<file path="src/rtl/rs_decoding_cont.sv">
// RS(15,9) decoder over GF(16) (x^4+x+1): serial Horner syndromes, single-symbol
// error correction, and detection of patterns that do not fit a single error.
module rs_decoding_cont (
   input  logic        clk,
   input  logic        rst,
   input  logic [59:0] codeWordVector,
   input  logic        decodeCodeWord,
   output logic        decoderBusy,
   output logic [35:0] message,
   output logic        decodeDone,
   output logic        errorDetected,
   output logic        errorCorrected,
   output logic        uncorrectable,
   output logic [3:0]  errorLocation
);

   typedef enum logic [1:0] {IDLE, SYND, ANALYZE, DONE} state_t;

   // alpha^j for the syndrome roots j=1..6
   localparam logic [6:1][3:0] ALPHA_POW = {4'hC, 4'h6, 4'h3, 4'h8, 4'h4, 4'h2};

   state_t            state, nextState;
   logic [14:0][3:0]  cw;
   logic [6:1][3:0]   syn;
   logic [3:0]        cnt;
   logic              detR, consR;
   logic [3:0]        locR, magR;

   logic [3:0]        xVal, locV, magV;
   logic              consistent;
   logic [14:0][3:0]  fixedCw;

   function automatic logic [3:0] gfMul(input logic [3:0] a, input logic [3:0] b);
      logic [3:0] acc;
      logic [3:0] sh;
      acc = '0;
      sh  = a;
      for (int i = 0; i < 4; i++) begin
         if (b[i]) acc = acc ^ sh;
         sh = {sh[2:0], 1'b0} ^ {2'b00, sh[3], sh[3]};
      end
      return acc;
   endfunction

   function automatic logic [3:0] gfInv(input logic [3:0] a);
      logic [3:0] r;
      case (a)
         4'h1: r = 4'h1;  4'h2: r = 4'h9;  4'h3: r = 4'hE;  4'h4: r = 4'hD;
         4'h5: r = 4'hB;  4'h6: r = 4'h7;  4'h7: r = 4'h6;  4'h8: r = 4'hF;
         4'h9: r = 4'h2;  4'hA: r = 4'hC;  4'hB: r = 4'h5;  4'hC: r = 4'hA;
         4'hD: r = 4'h4;  4'hE: r = 4'h3;  4'hF: r = 4'h8;
         default: r = 4'h0;
      endcase
      return r;
   endfunction

   function automatic logic [3:0] gfLog(input logic [3:0] a);
      logic [3:0] r;
      case (a)
         4'h2: r = 4'd1;   4'h3: r = 4'd4;   4'h4: r = 4'd2;   4'h5: r = 4'd8;
         4'h6: r = 4'd5;   4'h7: r = 4'd10;  4'h8: r = 4'd3;   4'h9: r = 4'd14;
         4'hA: r = 4'd9;   4'hB: r = 4'd7;   4'hC: r = 4'd6;   4'hD: r = 4'd13;
         4'hE: r = 4'd11;  4'hF: r = 4'd12;
         default: r = 4'd0;
      endcase
      return r;
   endfunction

   always_ff @(posedge clk or posedge rst) begin
      if (rst) state <= IDLE;
      else     state <= nextState;
   end

   always_comb begin
      nextState = state;
      case (state)
         IDLE:    if (decodeCodeWord) nextState = SYND;
         SYND:    if (cnt == 4'd0) nextState = ANALYZE;
         ANALYZE: nextState = DONE;
         DONE:    nextState = IDLE;
         default: nextState = IDLE;
      endcase
   end

   // A single error at i with value e gives S_j = e*X^j, X = alpha^i.
   always_comb begin
      xVal       = gfMul(syn[2], gfInv(syn[1]));
      consistent = (syn[1] != 4'h0) && (syn[2] != 4'h0) &&
                   (syn[3] == gfMul(syn[2], xVal)) &&
                   (syn[4] == gfMul(syn[3], xVal)) &&
                   (syn[5] == gfMul(syn[4], xVal)) &&
                   (syn[6] == gfMul(syn[5], xVal));
      locV       = gfLog(xVal);
      magV       = gfMul(syn[1], gfInv(xVal));
   end

   always_comb begin
      fixedCw = cw;
      if (consR) fixedCw[locR] = cw[locR] ^ magR;
   end

   always_ff @(posedge clk or posedge rst) begin
      if (rst) begin
         cw             <= '0;
         syn            <= '0;
         cnt            <= 4'd0;
         detR           <= 1'b0;
         consR          <= 1'b0;
         locR           <= 4'd0;
         magR           <= 4'd0;
         decoderBusy    <= 1'b0;
         message        <= '0;
         decodeDone     <= 1'b0;
         errorDetected  <= 1'b0;
         errorCorrected <= 1'b0;
         uncorrectable  <= 1'b0;
         errorLocation  <= 4'd0;
      end else begin
         case (state)
            IDLE: begin
               decodeDone <= 1'b0;
               if (decodeCodeWord) begin
                  cw          <= codeWordVector;
                  syn         <= '0;
                  cnt         <= 4'd14;
                  decoderBusy <= 1'b1;
               end
            end
            SYND: begin
               for (int j = 1; j <= 6; j++)
                  syn[j] <= gfMul(syn[j], ALPHA_POW[j]) ^ cw[cnt];
               if (cnt != 4'd0) cnt <= cnt - 4'd1;
            end
            ANALYZE: begin
               detR  <= (syn != '0);
               consR <= consistent;
               locR  <= consistent ? locV : 4'd0;
               magR  <= consistent ? magV : 4'd0;
            end
            DONE: begin
               message        <= fixedCw[14:6];
               errorDetected  <= detR;
               errorCorrected <= consR;
               uncorrectable  <= detR & ~consR;
               errorLocation  <= locR;
               decodeDone     <= 1'b1;
               decoderBusy    <= 1'b0;
            end
            default: ;
         endcase
      end
   end

endmodule

</file>
<file path="config.mk">
export PLATFORM = sky130hd
export DESIGN_NAME = rs_decoding_cont
export DESIGN_NICKNAME = d
export VERILOG_FILES = /design/src/rtl/rs_decoding_cont.sv
export SDC_FILE = /design/constraint.sdc
export NUM_CORES = 1
export LEC_CHECK = 0
export BUFFER_PORTS_ARGS = -buffer_cell sky130_fd_sc_hd__buf_2
export CAP_MARGIN = 25
export CORE_ASPECT_RATIO = 0.75
export CORE_MARGIN = 1
export CORE_UTILIZATION = 61
export DETAILED_ROUTE_END_ITERATION = 8
export PLACE_DENSITY = 0.79
export RECOVER_POWER = 25
export SYNTH_ARGS = -nofsm -noshare
export SYNTH_HDL_FRONTEND = slang
export SYNTH_SLANG_ARGS = --single-unit
</file>
<file path="constraint.sdc">
create_clock -name clk -period 7.03 [get_ports clk]
set_clock_uncertainty 0.1 [all_clocks]
set_input_delay 0.703 -clock clk [delete_from_list [all_inputs] [get_ports clk]]
set_output_delay 0.703 -clock clk [all_outputs]
set_load 0.02 [all_outputs]
</file>
# == After elaboration in Yosys (flattened, before gate mapping) ==
# Memories as Yosys holds them, arrays and structs flattened.
# Cells that the tools add are included.
# op_classes
addsub,1
n_reduce_logical,19
n_mux,54
shifts,0
div,0
magnitude_cmp,3
bitwise_logic,48
mul,0
n_eq_ne,10
# ops
cell,count
4-bit two-way mux,40
4-bit XOR,28
4-bit by 2-bit XOR with 4-bit output,18
60-bit bitwise mux,1
60-bit two-way mux,1
24-bit case mux with 2 select lines,1
4-bit binary-select mux with 4-bit select,2
24-bit two-way mux,1
24-bit nonzero test,1
4-bit demux with 4-bit select,1
4-bit equality test,4
4-bit nonzero test,3
4-bit by 5-bit less-than comparator with 1-bit output (second input constant),2
2-bit case mux with 4 select lines,1
4-bit case mux with 2 select lines,1
2-bit AND reduction,4
1-bit logical AND,6
2-bit inequality test (second input constant),3
2-bit equality test (second input constant),2
4-bit by 1-bit >= comparator with 1-bit output (second input constant),1
4-bit zero test,1
2-bit two-way mux,2
1-bit case mux with 2 select lines,2
2-bit nonzero test,2
other kinds (7),7
# totals
memories,3
ramBits,0
output_inout_bits,45
latchBits,0
register_bits,145
mem_bits_ro,192
# mem_list
memory,depth,width,read_ports,rd_clocked_by_memory_dff,wr,line,rtl
(name not given),16,4,1,0,0,47,case (a)
(name not given),16,4,1,0,0,59,case (a)
(name not given),16,4,1,0,0,47,

# == Logic depth before layout (Yosys ltp) ==
# Gate-level depths: netlist of the first run.
# An unclocked memory read counts as a cell.
# logic_depth
word_depth,21
depth_mapped,19
ltp_nobuf,16

# == Worst setup path after synthesis of the first run ==
# No wires, ideal clock.
# synth_path
path_kind,reg2reg
startpoint,register syn[1] in the netlist's numbering
endpoint,register locR[0]
n_path_buf,2
period_less_slack_ns,4.116
t_required_ns,6.847
path_stages_with_launch,16
setup_slack_ns,2.914
arrival_time_ns,3.934
setup_ns,0.083
path_cell_list,dfrtp_1 -> buf_2 -> inv_1 -> ha_1 -> or3_4 -> a22o_1 -> and3_1 -> a221o_1 -> xor2_1 -> buf_2 -> nor2_1 -> a222oi_1 -> xor2_1 -> nor4_4 -> nand4_4 -> o22ai_2
# synth_via
elab_chain_len,21
word_cells_on_any_way,48
# synth_rtl
item,line,rtl
start: declaration,24,logic [6:1][3:0] syn;
start signal: indexed assignment,131,"syn[j] <= gfMul(syn[j], ALPHA_POW[j]) ^ cw[cnt];"
memory read 16 x 4 bit,--,
4-bit two-way mux,39,if (b[i]) acc = acc ^ sh;
4-bit XOR,39,
4-bit two-way mux,39,
4-bit XOR,39,
4-bit two-way mux,39,
4-bit XOR,39,
4-bit two-way mux (2 in series),39,
[... 4 more ...],--,
4-bit XOR,39,
4-bit two-way mux,39,
4-bit equality test,89,"(syn[3] == gfMul(syn[2], xVal)) &&"
1-bit logical AND,88,consistent = (syn[1] != 4'h0) && (syn[2] != 4'h0) &&
1-bit logical AND,89,
1-bit logical AND,90,"(syn[4] == gfMul(syn[3], xVal)) &&"
1-bit logical AND,91,"(syn[5] == gfMul(syn[4], xVal)) &&"
4-bit two-way mux (*),137,locR <= consistent ? locV : 4'd0;
end signal: assignment,137,
end: declaration,27,"logic [3:0] locR, magR;"
# Every way passes the cells marked *; elsewhere a longest branch is shown, timed or not.
# A chain may end at the register's enable or synchronous reset.

# == Final worst setup path of the first run ==
# layout_path
startpoint,register syn[1] in the netlist's numbering
endpoint,register magR[0]
# layout_via
elab_chain_len,21
word_cells_on_any_way,58
# layout_rtl
item,line,rtl
"parallel branches: the longest is 20 deep, another holds memory read 16 x 4 bit",--,
4-bit two-way mux (*),138,magR <= consistent ? magV : 4'd0;
end signal: assignment,138,
end: declaration,27,
# Every way passes the cells marked *.

==> impl_metrics.json, run 1 <==
{
  "outcome": "finished, violations left",
  "violations": "max-capacitance violations, max-slew violations",
  "grt_pass1_wl_um": 43900,
  "synth_flop_cell": "dfrtp_1",
  "worst-path-buf-inv": 2,
  "final_max_slew_viol_count": 81,
  "drt_iter0_drc": 964,
  "diodes": 0,
  "cp-start-kind": "flip-flop",
  "fp.dieArea_mm2": 0.0167,
  "crit_path_end_kind": "flip-flop",
  "synth-async-reset-ratio_pct": 100,
  "synth_most_common_cell": "dfrtp_1",
  "clkTransAtPathRegs_ns": 0.07,
  "worst_ep_arrival_time_ns": 5.43,
  "drv_cap": 1,
  "clockBufferDepth": 2,
  "synth.area.top_cells": "dfrtp_1 (37%), mux2_2 (13%), mux4_2 (5.3%)",
  "path_delay_family": "simple AND/OR/NAND/NOR gates",
  "ys_warn_count": 0,
  "gp_congestion": 0.960,
  "hold_viol": 0,
  "die_h_um": 112,
  "grt_pass1_vias": 7833,
  "slew_headroom_pct": -135,
  "setup_violations": 0,
  "fmax_mhz": 191,
  "crit_fanout": 19,
  "synth-edff-count": 0,
  "fin_nets": 1126,
  "root_buffer": "clkbuf_16",
  "tritoncts": "yes",
  "antenna_found_initial": 0,
  "path_cells": "inv_1 -> ha_1 -> or3_4 -> a22o_1 -> and4_1 -> o311ai_1 -> nand2_1 -> inv_2 -> ha_1 -> nor2_1 -> mux2_2 -> mux2i_1 -> nand2_1 -> xnor2_1 -> xnor2_1 -> o22ai_2",
  "postSynthCellCount": 949,
  "worst_pin_slew_ns": 3.50,
  "fin_crit_ns": 5.24,
  "die_w_um": 149,
  "hp-class": "input pin to flip-flop",
  "cts_buffers": 17,
  "coreArea_mm2": 0.0155,
  "worst-setup-path-type": "flip-flop to flip-flop",
  "rows": 39,
  "drc": 0,
  "ys_top_cells_by_count": "dfrtp_1 (145), mux2_2 (110), nand2_1 (82), xnor2_1 (58), nor2_1 (57)",
  "routed-via-count": 8170,
  "hpwlAfterDp_um": 19600,
  "cts_resized": 0,
  "grt_setup_unrepaired": "no",
  "synth_top_cell_area_share_pct": 36.8,
  "ys_seq_elements": 145,
  "cts_hold_buf": 0,
  "io_buffers": 107,
  "grt_overflow": 0,
  "drive_gt1_share_pct": 30.4,
  "timing.final.crit_share_pct": 74.6,
  "syn_nets": 1037,
  "post_cts.repair.setup_buffers": 0,
  "syn_area_mm2": 0.00986,
  "routed_wl_um": 27800,
  "ys_seq_area_share_pct": 36.8,
  "crit_required_ns": 7.22,
  "initial_core_util_pct": 63.5,
  "drt-pass1-iter-count": 6,
  "worst_path_max_delay_cell": "dfrtp_1",
  "routedWlPerCell_um": 22.1,
  "synth.largest_area_cell": "dfrtp_1",
  "io-pin-count": 108,
  "h-tree-depth": 4,
  "setup_tns_ns": 0,
  "worstSkewPairLatency_ns": 0.43,
  "final_antenna_net_count": 0,
  "grt_use_total_pct": 34.8,
  "crit_path_max_incr_delay_ns": 0.61,
  "cts_sinks": 145,
  "vias_per_cell": 6.50,
  "syn_avg_cell_area_um2": 10.4,
  "syn_to_final_growth_pct": 13.0,
  "synth_cell_type_count": 73,
  "grt_max_degree": 81
}
==> worst register-to-register path, cell delays in order, from the launching register on <==
cell,delay (ns)
dfrtp_1,0.61
inv_1,0.19
ha_1,0.24
or3_4,0.39
a22o_1,0.32
and4_1,0.24
o311ai_1,0.50
nand2_1,0.51
inv_2,0.47
ha_1,0.31
nor2_1,0.06
mux2_2,0.26
mux2i_1,0.28
nand2_1,0.13
xnor2_1,0.21
xnor2_1,0.16
o22ai_2,0.10
==> stage by stage <==
stage               area [µm²]  cells  worst slack [ns]  util [%]  hold slack (ns)
global placement         10500   1218              2.23      67.8            0.385
CTS                      11100   1253              1.90      71.7            0.321
finish                   11100   1256              1.79      71.8            0.400
floorplan                 9860    949              2.33         -            0.388
global route             11100   1256              1.44      71.8            0.395
detailed placement       10600   1221              1.94      68.0            0.390
==> cell usage in the layout, fill, tap and decap left out, types with 6 or more instances in the layout <==
cell,synthesis,routed
dfrtp_1,145,145
mux2_2,110,110
buf_2,10,107
nand2_1,82,81
xnor2_1,58,58
nor2_1,57,57
o21ai_0,54,54
a21oi_1,52,52
mux2i_1,34,34
inv_1,34,33
ha_1,25,25
mux4_2,23,23
nor3_1,18,18
clkbuf_16,0,17
nand3_1,16,16
xnor3_1,16,16
buf_4,0,16
a211oi_1,15,15
xor2_1,12,12
o211ai_1,9,9
o22ai_1,8,8
o22ai_2,8,8
nor4_1,7,7
nor2b_1,6,6
and3_1,6,6
==> sequential cells by signal, indices dropped and copies added, names as in the netlist, 2 cells and up <==
| name | flops |
|---|---|
| cnt | 4 |
| cw | 60 |
| syn | 24 |
| magR | 4 |
| state | 2 |
| locR | 4 |
| message | 36 |
| errorLocation | 4 |
==> path summary, 6_finish.rpt <==
| check | from | to | slack (ns) | depth (start not counted) |
|---|---|---|---|---|
| max | syn[1] | magR[0] | 1.79 | 16 |
| min | codeWordVector[44] | cw[44] | 0.40 | 2 |
| max reg2reg | syn[1] | magR[0] | 1.79 | 16 |
| min reg2reg | message[32] | message[32] | 0.40 | 1 |
| max in group asynchronous | rst | magR[3] | 3.63 | 3 |
| min in group asynchronous | rst | syn[22] | 1.18 | 2 |
==> layer usage <==
layer  vias up  wire, µm  global-route usage, %
li1       3624         -                      -
met1      4084     12400                   52.4
met2       412     11900                   48.9
met3        50      2990                   9.80
met4         0       471                   9.73
met5         -         0                      0
==> logic make-up after synthesis <==
kind of cell               after synthesis  synth area share [%]
buffers and inverters                   99                  4.07
and+or+nand+nor                        226                  11.0
DFF                                    145                  36.8
AOI/OAI and AO/OA                      200                  13.6
adders and majority gates               25                  3.17
muxes                                  167                  21.3
xor gates and xnor gates                87                  10.0
==> area by class of cell <==
type	count	area [µm²]
inverter	44	169
tap	205	256
clock buffer	18	429
clock inverter	14	146
multi-input combinational	705	5830
timing repair buffer	125	681
sequential	145	3630
fill	1138	4380
Power of run 1 is not shown: default switching activity piles up to over one toggle a cycle in this logic, so the estimate is an artifact.
==> inputs of run 2 (changes only) <==
- ABC_AREA: unset -> 1
- CORE_UTILIZATION: 61 -> 60
- PLACE_DENSITY: 0.79 -> 0.78
- clock period: 7.03 -> 5 ns (I/O delays scaled with it)
==> run 2 against run 1 <==
Effect of this change:
- the run still ends with max-capacitance violations, max-slew violations left
- cell count increased by 46%
- hold slack lost 0.24 ns
- global-route usage is 3.0 points higher
- die area is 5.5% higher
- highest routed layer unchanged
- design area up 3.1%
- sequential cell count did not move
- via count increased by 34%
- area after synthesis up 3.9%
- sequential share of layout area down 0.98 points
==> impl_metrics.json, run 2 <==
{
  "final_antenna_net_count": 0,
  "n_fill_cell": 1417,
  "synth_most_common_cell": "nand2_1",
  "instances_no_fill": 1833,
  "setup_tns_ns": 0,
  "fin_nets": 1697,
  "setup_violations": 0,
  "syn_area_mm2": 0.0102,
  "h-tree-depth": 4,
  "fmax_mhz": 250,
  "rows": 40,
  "synth.largest_area_cell": "dfrtp_1",
  "worst-setup-path-type": "flip-flop to flip-flop",
  "synth_top_cell_area_share_pct": 35.4,
  "grt_max_degree": 108,
  "routed_wl_um": 32800,
  "worst_path_max_delay_cell": "dfrtp_1",
  "layout_common_cells": "nand2_1 (571), inv_1 (151), dfrtp_1 (145)",
  "grt_overflow": 0,
  "grt_use_total_pct": 37.8,
  "postSynthCellCount": 1526,
  "ys_warn_count": 0,
  "rrSetupSlack_ns": 1.0,
  "violations": "max-capacitance violations, max-slew violations",
  "coreArea_mm2": 0.0164,
  "path_common_cell": "nand2_1",
  "drt-pass1-iter-count": 6,
  "final_max_slew_viol_count": 98,
  "clkTransAtPathRegs_ns": 0.06,
  "drive_gt1_share_pct": 12.4,
  "top_register": "cw",
  "path_delay_family": "simple AND/OR/NAND/NOR gates",
  "cp-start-kind": "flip-flop",
  "hold_path_depth": 3,
  "holdPathEnd": "cw[48]",
  "synth-edff-count": 0,
  "hp-class": "input pin to flip-flop",
  "initial_core_util_pct": 62.6,
  "vias_per_cell": 5.97,
  "synth.area.top_cells": "dfrtp_1 (35%), nand2_1 (21%), nand3_1 (6.2%)",
  "routedWlPerCell_um": 17.9,
  "worstRegToRegCells": 25,
  "fin_crit_ns": 4.00,
  "hold_viol": 0,
  "crit_fanout": 13,
  "slew_headroom_pct": -67.1,
  "r2r-start": "syn[1]",
  "cts_buffers": 17,
  "worst-path-buf-inv": 6,
  "drc": 0,
  "die_w_um": 153,
  "routed-via-count": 10900,
  "drt_iter0_drc": 1420,
  "cts_sinks": 145,
  "largest_reg_flops": 60,
  "synth_flop_cell": "dfrtp_1",
  "ys_top_cells_by_count": "nand2_1 (571), inv_1 (152), dfrtp_1 (145), nand3_1 (126), o21ai_0 (104)",
  "multi_input_area_mm2": 0.00567,
  "syn_avg_cell_area_um2": 6.71,
  "reg2reg_to": "magR[3]",
  "die_h_um": 115,
  "hpwlAfterDp_um": 23900,
  "io-pin-count": 108,
  "syn_nets": 1614,
  "crit_required_ns": 5.22,
  "place_inst": 1797,
  "hold_start": "codeWordVector[48]",
  "cts_resized": 0,
  "io_buffers": 107,
  "root_buffer": "clkbuf_16",
  "synth_cell_type_count": 41,
  "ys_seq_elements": 145,
  "crit_path_max_incr_delay_ns": 0.57,
  "worstSkewPairLatency_ns": 0.43,
  "grt_setup_unrepaired": "no",
  "final_common_cell": "nand2_1",
  "outcome": "finished, violations left",
  "antenna_found_initial": 1,
  "timing.final.crit_share_pct": 80.0,
  "synth-async-reset-ratio_pct": 100,
  "worst_pin_slew_ns": 2.51,
  "drv_cap": 1,
  "seq_area_mm2": 0.00363,
  "tritoncts": "yes",
  "gp_congestion": 1.01,
  "grt_pass1_vias": 9607,
  "ys_seq_area_share_pct": 35.4,
  "syn_to_final_growth_pct": 12.1,
  "fp.dieArea_mm2": 0.0176,
  "worst_ep_arrival_time_ns": 4.22,
  "clockBufferDepth": 2,
  "reg.largest.list": "cw (60), message (36), syn (24)",
  "crit_path_end_kind": "flip-flop",
  "grt_pass1_wl_um": 51300
}
[run 2: cell type report]
class,count,area share [%]
antenna,1,0.0218
clock buffer,17,3.70
clock inverter,15,1.63
inverter,173,5.69
multi-input combinational,1150,49.3
sequential,145,31.6
tap,210,2.29
timing repair buffer,122,5.75
[run 2: layer usage]
metal,vias up,track usage [%],wire (µm),share of wire [%]
met4,0,10.2,673,2.1
met5,-,0,0,0
met1,5036,56.1,14400,44
met3,69,12.5,4590,14
met2,707,52.3,13000,40
li1,5125,-,-,-
[run 2: how the worst max path moves through the flow]
stage	from	to	cells past startpoint
2_1_floorplan	rst	cnt[0]	1
3_3_place_gp	syn[1]	magR[3]	26
3_5_place_dp	syn[1]	magR[3]	25
4_1_cts	syn[1]	magR[3]	26
5_1_grt	syn[1]	magR[3]	26
6_report	syn[1]	magR[3]	25
[run 2: what timing repair did]
item / CTS / global route
endpoints found under the hold margin: 0 / 10
setup buffers: 0 / 0
hold buffers: 0 / 1
[run 2: through the flow]
stage                     instance area [µm²]  setup WS, ns  hold slack, ns  utilization [%]
after floorplan                         10200         0.505           0.358                -
final                                   11500         0.999           0.163             70.2
after CTS                               11500          1.08           0.156             70.0
after detailed placement                10800          1.08           0.355             66.2
after global routing                    11500         0.624           0.157             70.2
after global placement                  10800          1.29           0.351             66.2
[run 2: logic make-up after synthesis]
group / after synthesis / share of synthesized area [%]
AO/OA/AOI/OAI: 244 / 14.6
buffers and inverters: 231 / 9.26
AND/OR/NAND/NOR: 836 / 33.8
adder cells (fa/ha/maj): 25 / 3.05
XOR/XNOR: 45 / 3.85
flip-flops: 145 / 35.4
[run 2: worst register-to-register path, cell delays in order (launching register included)]
cell	delay, ns
dfrtp_1	0.57
inv_2	0.17
ha_1	0.34
nand2_2	0.09
nand2_1	0.06
nand2_2	0.11
nand3_1	0.12
inv_1	0.07
nand2_1	0.06
nand2_1	0.08
nand3_2	0.23
nand2_1	0.15
buf_4	0.21
inv_1	0.17
ha_1	0.33
inv_1	0.05
nand2_1	0.11
nand3_1	0.13
nand2_1	0.16
nor2_1	0.07
xnor2_1	0.22
clkinv_1	0.09
nand2_1	0.06
nand2_1	0.05
nand3_1	0.07
nand2_1	0.05
Power of run 2 is left out for the same reason.
